==> config.mk <==
export PLATFORM = sky130hd
export DESIGN_NAME = spi_sd_cmd_receiver
export DESIGN_NICKNAME = d
export VERILOG_FILES = /design/src/rtl/spi_sd_cmd_receiver.sv
export SDC_FILE = /design/constraint.sdc
export NUM_CORES = 1
export LEC_CHECK = 0
export BUFFER_PORTS_ARGS = -buffer_cell sky130_fd_sc_hd__buf_2
export CORE_UTILIZATION = 49
export DETAILED_ROUTE_END_ITERATION = 6
export PLACE_DENSITY_LB_ADDON = 0.08
export SKIP_CTS_REPAIR_TIMING = 1
export SLEW_MARGIN = 5
export SYNTH_ARGS = -nofsm -noshare
export SYNTH_HDL_FRONTEND = slang
export SYNTH_SLANG_ARGS = --single-unit
==> constraint.sdc <==
create_clock -name clock -period 1.8 [get_ports clock]
set_input_delay 0.36 -clock clock [delete_from_list [all_inputs] [get_ports clock]]
set_output_delay 0.36 -clock clock [all_outputs]
set_load 0.05 [all_outputs]
==> src/rtl/spi_sd_cmd_receiver.sv <==
// SPI-slave receiver for SD command frames: decodes the 6-bit index and 32-bit argument
// in the system clock domain. Optional sticky LED flags behind SPI_RX_LED_DEBUG_EN.
module spi_sd_cmd_receiver (
    input  logic        clock,
    input  logic        reset,
    input  logic        io_SPI_CLK,
    input  logic        io_SPI_CS,
    input  logic        io_SPI_DI,
    output logic        io_SPI_DO,
    input  logic        io_DO,
    output logic        io_DI,
    output logic        io_CommandReadFinished,
    output logic        io_ArgumentReadFinished,
    output logic        io_ReadSuccess,
    output logic [5:0]  io_Command,
    output logic [31:0] io_CommandArgument,
    output logic [2:0]  io____state,
    output logic [2:0]  io____counter,
    output logic [7:0]  io____buffer,
    output logic        io_CMD0,
    output logic        io_CMD8,
    output logic        io_ACMD41,
    output logic        io_CMD16
);

    typedef enum logic [2:0] {
        S_IDLE = 3'd0,
        S_TX   = 3'd1,
        S_CMD  = 3'd2,
        S_ARG  = 3'd3,
        S_CRC  = 3'd4
    } state_t;

    state_t      r_state, w_state_nxt;
    logic [2:0]  r_cnt, w_cnt_nxt;
    logic [1:0]  r_byte, w_byte_nxt;
    logic [7:0]  r_buf, w_buf_nxt;
    logic [5:0]  r_cmd, w_cmd_nxt;
    logic [31:0] r_arg, w_arg_nxt;
    logic        r_crf, w_crf_nxt;
    logic        r_arf, w_arf_nxt;
    logic        r_rs, w_rs_nxt;
    logic        r_spi_clk_q;
    logic        w_sample;

    // A bit is taken only on a detected SPI_CLK rising edge while selected.
    assign w_sample = io_SPI_CLK & ~r_spi_clk_q & ~io_SPI_CS;

    always_ff @(posedge clock or posedge reset) begin
        if (reset) begin
            r_spi_clk_q <= 1'b0;
            r_state     <= S_IDLE;
            r_cnt       <= 3'd0;
            r_byte      <= 2'd0;
            r_buf       <= 8'd0;
            r_cmd       <= 6'd0;
            r_arg       <= 32'd0;
            r_crf       <= 1'b0;
            r_arf       <= 1'b0;
            r_rs        <= 1'b0;
        end else begin
            r_spi_clk_q <= io_SPI_CLK;
            r_state     <= w_state_nxt;
            r_cnt       <= w_cnt_nxt;
            r_byte      <= w_byte_nxt;
            r_buf       <= w_buf_nxt;
            r_cmd       <= w_cmd_nxt;
            r_arg       <= w_arg_nxt;
            r_crf       <= w_crf_nxt;
            r_arf       <= w_arf_nxt;
            r_rs        <= w_rs_nxt;
        end
    end

    always_comb begin
        w_state_nxt = r_state;
        w_cnt_nxt   = r_cnt;
        w_byte_nxt  = r_byte;
        w_buf_nxt   = r_buf;
        w_cmd_nxt   = r_cmd;
        w_arg_nxt   = r_arg;
        w_crf_nxt   = r_crf;
        w_arf_nxt   = r_arf;
        w_rs_nxt    = r_rs;
        if (io_SPI_CS) begin
            // Deselect aborts any frame but leaves the status flags visible.
            w_state_nxt = S_IDLE;
            w_cnt_nxt   = 3'd0;
            w_byte_nxt  = 2'd0;
        end else if (w_sample) begin
            w_buf_nxt = {r_buf[6:0], io_SPI_DI};
            case (r_state)
                S_IDLE: begin
                    if (!io_SPI_DI) begin
                        w_state_nxt = S_TX;
                        w_crf_nxt   = 1'b0;
                        w_arf_nxt   = 1'b0;
                        w_rs_nxt    = 1'b0;
                    end
                end
                S_TX: begin
                    w_cnt_nxt   = 3'd0;
                    w_state_nxt = io_SPI_DI ? S_CMD : S_IDLE;
                end
                S_CMD: begin
                    w_cmd_nxt[r_cnt] = io_SPI_DI;
                    if (r_cnt == 3'd5) begin
                        w_crf_nxt   = 1'b1;
                        w_state_nxt = S_ARG;
                        w_cnt_nxt   = 3'd0;
                        w_byte_nxt  = 2'd0;
                    end else begin
                        w_cnt_nxt = r_cnt + 3'd1;
                    end
                end
                S_ARG: begin
                    w_arg_nxt[{r_byte, r_cnt}] = io_SPI_DI;
                    w_cnt_nxt = r_cnt + 3'd1;
                    if (r_cnt == 3'd7) begin
                        w_byte_nxt = r_byte + 2'd1;
                        if (r_byte == 2'd3) begin
                            w_arf_nxt   = 1'b1;
                            w_state_nxt = S_CRC;
                            w_cnt_nxt   = 3'd0;
                        end
                    end
                end
                S_CRC: begin
                    // Six CRC bits are skipped; the seventh bit is the end bit.
                    if (r_cnt == 3'd6) begin
                        w_rs_nxt    = io_SPI_DI;
                        w_state_nxt = S_IDLE;
                        w_cnt_nxt   = 3'd0;
                    end else begin
                        w_cnt_nxt = r_cnt + 3'd1;
                    end
                end
                default: begin
                    w_state_nxt = S_IDLE;
                    w_cnt_nxt   = 3'd0;
                end
            endcase
        end
    end

    assign io_SPI_DO               = io_SPI_CS ? 1'b1 : io_DO;
    assign io_DI                   = io_SPI_DI;
    assign io_CommandReadFinished  = r_crf;
    assign io_ArgumentReadFinished = r_arf;
    assign io_ReadSuccess          = r_rs;
    assign io_Command              = r_cmd;
    assign io_CommandArgument      = r_arg;
    assign io____state             = r_state;
    assign io____counter           = r_cnt;
    assign io____buffer            = r_buf;

`ifdef SPI_RX_LED_DEBUG_EN
    logic r_rs_q, r_app, r_cmd0, r_cmd8, r_cmd16, r_acmd41;
    logic w_rs_rise;

    assign w_rs_rise = r_rs & ~r_rs_q;

    // Sticky per-command flags; 55 arms the ACMD prefix for exactly the next good frame.
    always_ff @(posedge clock or posedge reset) begin
        if (reset) begin
            r_rs_q   <= 1'b0;
            r_app    <= 1'b0;
            r_cmd0   <= 1'b0;
            r_cmd8   <= 1'b0;
            r_cmd16  <= 1'b0;
            r_acmd41 <= 1'b0;
        end else begin
            r_rs_q <= r_rs;
            if (w_rs_rise) begin
                case (r_cmd)
                    6'd0:    r_cmd0  <= 1'b1;
                    6'd8:    r_cmd8  <= 1'b1;
                    6'd16:   r_cmd16 <= 1'b1;
                    6'd41:   if (r_app) r_acmd41 <= 1'b1;
                    default: ;
                endcase
                r_app <= (r_cmd == 6'd55);
            end
        end
    end

    assign io_CMD0   = r_cmd0;
    assign io_CMD8   = r_cmd8;
    assign io_CMD16  = r_cmd16;
    assign io_ACMD41 = r_acmd41;
`else
    assign io_CMD0   = 1'b0;
    assign io_CMD8   = 1'b0;
    assign io_CMD16  = 1'b0;
    assign io_ACMD41 = 1'b0;
`endif

endmodule

== Word-level counts from Yosys, hierarchy flattened ==
Index checks and enable logic that the tools add are counted.
Widths: inputs -> output; s select.
Storage, ports and cells
  word-level logic and storage cells: 92
  output and inout port bits: 61
  bits of input ports: 6
  flip-flop bits (word level): 58
Operators by class
  bitwise logic cells: 4
  $lt $le $gt $ge: 4
  multiplexer cells: 36
  equality and inequality tests: 19
  add/subtract/negate cells: 2
  reduce and logical (&&, ||, !) cells: 17
Operator list (number)
  $mux 3: 13
  $bwmux 32: 1
  $ne 3x3->1 const B: 5
  $pmux 3 s5: 1
  $eq 3x3->1 const B: 4
  $ne 2x2->1 const B: 6
  $pmux 3 s4: 1
  $reduce_and 6->1: 2
  $mux 2: 5
  $reduce_and 5->1: 2
  $mux 1: 8
  $reduce_bool 2->1: 4
  $bwmux 6: 1
  $eq 3x2->1 const B: 2
  $lt 5x6->1 const B: 1
  $pmux 1 s2: 3
  $reduce_and 3->1: 2
  $demux 1 s5: 1
  $ge 5x1->1 const B: 1
  $lt 3x4->1 const B: 1
  $pmux 2 s2: 1
  $reduce_and 2->1: 2
  $reduce_and 4->1: 1
  $add 3x1->3 const B: 1
  other kinds (10): 13

== Logic depth before layout (Yosys ltp) ==
Gate-level depths: netlist (run 1).
  depth after elaboration: 6
  gate-level depth with buffers: 6

== Least setup slack after synthesis (run 1) ==
No wires, ideal clock.
  path kind: reg2reg
  start point: register r_cnt[0] (netlist: io____counter[0])
  end point: register r_crf (netlist: io_CommandReadFinished)
  buffers on the path: 0
  path slack: -0.292 ns
  cell stages (with the launch flop): 7
  arrival: 1.964 ns
  library setup time: 0.128 ns
  clock period less this slack: 2.092 ns
  cells stage by stage: dfrtp_1 -> inv_1 -> ha_1 -> a21boi_0 -> a32oi_2 -> nand4b_1 -> mux2_1
Between the ends
  cells in the longest elaborated chain, start to end: 3
RTL lines
  start: declaration: RTL line 35  | logic [2:0] r_cnt, w_cnt_nxt;
  start signal: assignment: RTL line 64  | r_cnt <= w_cnt_nxt;
  $eq 3x3->1: RTL line 107  | if (r_cnt == 3'd5) begin
  $ne 2x2->1 (no source line)
  $reduce_and 5->1 (no source line)
  end signal: assignment: RTL line 69  | r_crf <= w_crf_nxt;
  end: declaration: RTL line 40  | logic r_crf, w_crf_nxt;
Every way passes these cells.
A chain may end at the register's enable or synchronous reset.

== Worst setup path in the final report (run 1) ==
  start point: register r_cnt[2] (netlist: io____counter[2])
  end point: output port io____counter[2]
RTL lines
  end: declaration: RTL line 18  | output logic [2:0] io____counter,
No word-level cell between the ends.

==> run_results.csv, run 1 <==
group,metric,value,unit
run_status,status,"finished clean",
sta,fin_ws,60.3,ps
synthesis,yosysWarningCount,0,
clock_network,clock_path_buffers,2,
global_route,antenna_found_initial,0,
clock_network,cts_root_buffer,"clkbuf_8",
setup_path,crit_family,"buffers and inverters",
floorplan,dieArea,0.00630,sq mm
pwr,vdd_drop_max,0.000582,V
setup_path,rrSetupSlack,70,ps
floorplan,std_cell_rows,27,
synthesis,syn-cell-area,0.00293,sq mm
final_layout,num_antenna_cells,0,
placement,port_buffers,62,
setup_path,cp_max_fo,30,
placement,dp_slack,-2.82,ps
final_layout,final_cell_mix,"62 x buf_2, 54 x dfrtp_1, 50 x nand2_1, 23 x mux2_2, 22 x buf_4",
sta,skew,8.16,ps
drt,wl_per_cell,14.5,um
sta,setup_viol,0,
synthesis,synthDistinctLibCells,44,
global_route,grt_overflow,0,
placement,place_area,0.00346,sq mm
sta,hold_viol_final,0,
setup_path,startpoint,"io____counter[2]",
sta,drv_slew,0,
global_route,grt_max_degree,59,
setup_path,r2r_cells,6,
global_route,grt_pass1_vias,2214,
final_layout,final_common_cell,"buf_2",
clock_network,path_clk_slew,70,ps
clock_network,cts_inserted_buffers,9,
sta,finalCritPeriodShare,96.6,%
sta,rsz0062_at_grt,"false",
setup_path,max_stage_delay,460,ps
global_route,grt.total_usage,22.1,%
setup_path,critPathArrivalTime,1380,ps
clock_network,h-tree-depth,3,
floorplan,ios,67,
global_route,grt_pass1_wl,10500,um
floorplan,die_y,79.4,um
synthesis,avgSynthCellArea,10.8,sq um
setup_path,slowest_stage,"dfrtp_1",
job,maxCapViolations,0,
setup_path,required,1440,ps
pwr,p_seq_share,46.4,%
clock_network,cts_tree,"done",
final_layout,area.growth.synth_to_final,26.0,%
setup_path,worstSetupPathType,"register to primary output",
sta,max_freq,0.575,GHz
final_layout,nNetsFinal,367,
pwr,p_sw_share,29.0,%
pwr,powerDensity,804,mW/mm^2
drt,drt_pre_antenna_iters,4,
clock_network,cts.sinks,58,
drt,wirelength,6230,um
floorplan,core_area,0.00564,sq mm
synthesis,synthCells,271,
setup_path,crit_buf_inv,2,
final_layout,stdcell_area,0.00370,sq mm
setup_path,start_kind,"register",
pwr,switchingPower,863,uW
worst_hold_path,min_path_type,"primary input to asynchronous set/reset pin",
placement,dp_hpwl,4360,um
placement,gp_congestion,0.875,
floorplan,start_util,52.0,%
setup_path,r2r-start,"io____counter[0]",
pwr,p_comb_share,12.9,%
drt,vias,2249,
floorplan,die_x,79.4,um
pwr,intPower,2110,uW
clock_network,clkLatencyLatePin,340,ps
setup_path,cp_cell_sequence,"buf_6 -> buf_2",
drt,drcViolationCount,0,
drt,drt_iter0_markers,86,
final_layout,drive_gt1_share,40.9,%
drt,via_per_inst,5.24,
synthesis,ys_ff_latch,58,
sta,fin_hold_ws,93.9,ps
sta,final.min_clock_period,1740,ps
setup_path,crit_path_end_kind,"primary output",
drt,postRouteAntennaNets,0,
synthesis,synth-seq-area-share,49.5,%
pwr,power.static_leakage,0.00196,uW
pwr,clkPwrFrac,40.7,%
setup_path,r2r_end,"io_CommandReadFinished",
final_layout,n_fill_cell,465,
## power groups by stage
| stage | Clock, uW | Combinational [uW] | Sequential (uW) |
|---|---|---|---|
| 2_1_floorplan | 0 | 134 | 1560 |
| 3_3_place_gp | 0 | 382 | 1400 |
| 3_5_place_dp | 0 | 385 | 1400 |
| 4_1_cts | 1220 | 385 | 1380 |
| 5_1_grt | 1290 | 410 | 1390 |
| 6_report | 1210 | 383 | 1380 |
## cell usage after synthesis (all sizes together)
master   number  area share [%]
o41ai         1            0.30
nand4         2            0.43
ha            9             3.8
or3           2            0.60
nor3          2            0.34
inv           9             1.2
o21ai         4            0.68
nand2        50             6.4
a32oi         1            0.55
and2b         1            0.26
or2           2            0.43
nand3        19             3.4
conb          1            0.13
a21boi        1            0.26
o221a         1            0.68
a22o          1            0.30
and3b         1            0.34
o21ba         1            0.34
a2bb2oi       1            0.30
and4          1            0.30
o31ai         2            0.51
nor2b         7             1.5
nor3b         2            0.90
a31oi         1            0.21
a311o         1            0.34
nand3b        2            0.51
buf          15             3.9
o211ai        1            0.26
and3          7             1.7
mux2         40              15
nor2          4            0.51
clkbuf        7            0.90
a21oi         7             1.2
nand4b        1            0.30
dfrtp        58              49
a2111o        1            0.38
nand2b        5             1.1
## area by class of cell
| cell class | count | area (sq um) | area share (%) |
|---|---|---|---|
| Inverter | 9 | 37.5 | 1.02 |
| Multi-Input combinational cell | 185 | 1350 | 36.5 |
| Tap cell | 72 | 90.1 | 2.44 |
| Clock buffer | 11 | 141 | 3.82 |
| Sequential cell | 58 | 1460 | 39.4 |
| Clock inverter | 5 | 53.8 | 1.46 |
| Timing Repair Buffer | 89 | 567 | 15.3 |
## worst min-delay path: stages
cell        delay (ps)
buf_2              110
clkinvlp_4          70
buf_12             280
## through the flow
stage	cells	utilization, %	setup TNS [ps]	power (uW)
final	429	65.5	0	2970
after global routing	429	65.5	0	3080
after CTS	428	64.8	-36.7	2980
after detailed placement	412	61.3	-2.82	1790
after global placement	412	61.3	0	1780
after floorplan	274	-	-133	1690
## sequential cells by signal (all words and copies together) (netlist names)
name                     flops
io_ReadSuccess               1
io____state                  3
io_Command                   6
io____counter                3
io____buffer                 8
r_spi_clk_q                  1
io_CommandArgument          32
io_CommandReadFinished       1
r_byte                       2
io_ArgumentReadFinished      1
## kinds of logic (layout without fill, tap and decap cells)
| family | Yosys count | after routing | share of synthesized area [%] |
|---|---|---|---|
| AOI/OAI and AO/OA | 24 | 24 | 6.31 |
| adders and majority gates | 9 | 9 | 3.84 |
| buffers and inverters | 31 | 114 | 5.97 |
| DFF | 58 | 58 | 49.5 |
| muxes | 40 | 40 | 15.4 |
| other | 1 | 4 | 0.128 |
| and+or+nand+nor | 108 | 108 | 18.9 |
## worst max-delay path by stage
| stage | end | depth (start not counted) |
|---|---|---|
| after floorplan | io_CommandReadFinished | 6 |
| after global placement | io_CommandReadFinished | 7 |
| after detailed placement | io____state[1] | 7 |
| after CTS | io____state[1] | 7 |
| after global routing | io____counter[2] | 2 |
| final | io____counter[2] | 2 |
## layer usage
metal  GRT usage, %  vias up  wire, um
li1               -     1080         -
met1           30.1     1092      2980
met2           32.6       64      2770
met3           6.29       13       345
met4           10.2        0       140
met5              0        -         0
Power figures use the tool's default switching activity.
==> run 2: changes to the inputs <==
- RECOVER_POWER: default -> 25
==> run 2 against run 1 <==
  * Die area unchanged
  * Global-route usage unchanged
  * Critical path depth unchanged
  * Worst hold slack improved by 21 ps
  * Sequential share of layout area about the same
  * Final cell count unchanged
  * First-iteration DRC count unchanged
  * Routed wire length about the same
  * Clock power about the same
  * Via count unchanged
==> run_results.csv, run 2 (synthesized netlist as in run 1, its figures left out) <==
group,metric,value,unit
run_status,status,"finished clean",
drt,wirelength,6230,um
final_layout,register_area,0.00146,sq mm
setup_path,critPathArrivalTime,1380,ps
drt,postRouteAntennaNets,0,
clock_network,cts_tree,"done",
global_route,grt.total_usage,22.1,%
final_layout,final_cell_mix,"61 x buf_2, 54 x dfrtp_1, 50 x nand2_1, 23 x mux2_2, 22 x buf_4",
final_layout,fin_util,65.5,%
sta,max_freq,0.575,GHz
sta,fin_hold_ws,115,ps
drt,drt_iter0_markers,86,
sta,fin_ws,60.4,ps
sta,final.min_clock_period,1740,ps
drt,vias,2249,
final_layout,multi_input_area,0.00135,sq mm
floorplan,die_x,79.4,um
global_route,grt_pass1_wl,10500,um
drt,drt_pre_antenna_iters,4,
pwr,power.static_leakage,0.00196,uW
sta,rsz0062_at_grt,"false",
clock_network,cts.sinks,58,
floorplan,dieArea,0.00630,sq mm
setup_path,max_stage_delay,460,ps
global_route,grt_pass1_vias,2214,
floorplan,std_cell_rows,27,
setup_path,cp_max_fo,30,
clock_network,h-tree-depth,3,
setup_path,crit_family,"buffers and inverters",
worst_hold_path,min_path_type,"primary input to asynchronous set/reset pin",
global_route,grt_overflow,0,
setup_path,cp_cell_sequence,"buf_6 -> buf_2",
floorplan,die_y,79.4,um
final_layout,final_cells,429,
sta,setup_viol,0,
final_layout,nNetsFinal,367,
final_layout,n_fill_cell,467,
clock_network,clock_path_buffers,2,
final_layout,num_antenna_cells,0,
placement,gp_congestion,0.875,
pwr,power,2970,uW
clock_network,cts_inserted_buffers,9,
final_layout,area.growth.synth_to_final,25.9,%
setup_path,crit_buf_inv,2,
placement,dp_slack,-2.82,ps
final_layout,largest_reg_flops,32,
sta,finalCritPeriodShare,96.6,%
drt,via_per_inst,5.24,
global_route,grt_max_degree,59,
drt,drcViolationCount,0,
floorplan,ios,67,
setup_path,crit_path_end_kind,"primary output",
placement,port_buffers,62,
setup_path,worstSetupPathType,"register to primary output",
placement,dp_hpwl,4360,um
clock_network,cts_root_buffer,"clkbuf_8",
final_layout,drive_gt1_share,40.6,%
placement,dpl.cell_count,412,
floorplan,start_util,52.0,%
final_layout,final_common_cell,"buf_2",
job,maxCapViolations,0,
floorplan,core_area,0.00564,sq mm
global_route,antenna_found_initial,0,
clock_network,clkLatencyLatePin,340,ps
sta,hold_viol_final,0,
setup_path,required,1440,ps
pwr,powerDensity,804,mW/mm^2
sta,skew,8.16,ps
pwr,vdd_drop_max,0.000582,V
setup_path,slowest_stage,"dfrtp_1",
drt,wl_per_cell,14.5,um
clock_network,path_clk_slew,70,ps
sta,drv_slew,0,
setup_path,start_kind,"register",
run 2: cell type report:
class | instances | area share (%)
Multi-Input combinational cell | 185 | 36.6
Sequential cell | 58 | 39.4
Clock buffer | 11 | 3.83
Timing Repair Buffer | 89 | 15.3
Tap cell | 72 | 2.44
Clock inverter | 5 | 1.46
Inverter | 9 | 0.949
run 2: through the flow:
| step | setup TNS (ps) | cell area (sq um) |
|---|---|---|
| after floorplan | -133 | 2950 |
| after global placement | 0 | 3460 |
| after detailed placement | -2.82 | 3460 |
| after CTS | -36.7 | 3650 |
| after global routing | 0 | 3690 |
| final | 0 | 3690 |
run 2: power breakdown:
group          internal, uW  leakage, uW  total (uW)  switching, uW
Combinational          86.9      0.00107         382            296
Sequential             1350     0.000791        1380           31.7
Clock                   672     0.000103        1210            536
run 2: routing by layer:
| metal | wire (um) | GRT usage, % |
|---|---|---|
| met5 | 0 | 0 |
| met3 | 346 | 6.29 |
| met4 | 140 | 10.2 |
| met2 | 2770 | 32.6 |
| met1 | 2980 | 30.1 |
run 2: tightest hold or removal path, cell delays in order:
cell	delay [ps]
buf_2	100
clkinvlp_2	90
buf_12	290
run 2: path summary, 6_finish.rpt:
path                       depth (start not counted)        startpoint  slack (ps)                endpoint
setup / recovery                                   2  io____counter[2]          60        io____counter[2]
hold / removal                                     3             reset         120         io____buffer[0]
setup reg to reg                                   6  io____counter[0]          70  io_CommandReadFinished
hold reg to reg                                    2   io____buffer[7]         480         io____buffer[7]
max in group asynchronous                          3             reset        1400        io____counter[1]
min in group clock                                 1        io_SPI_CLK         150             r_spi_clk_q
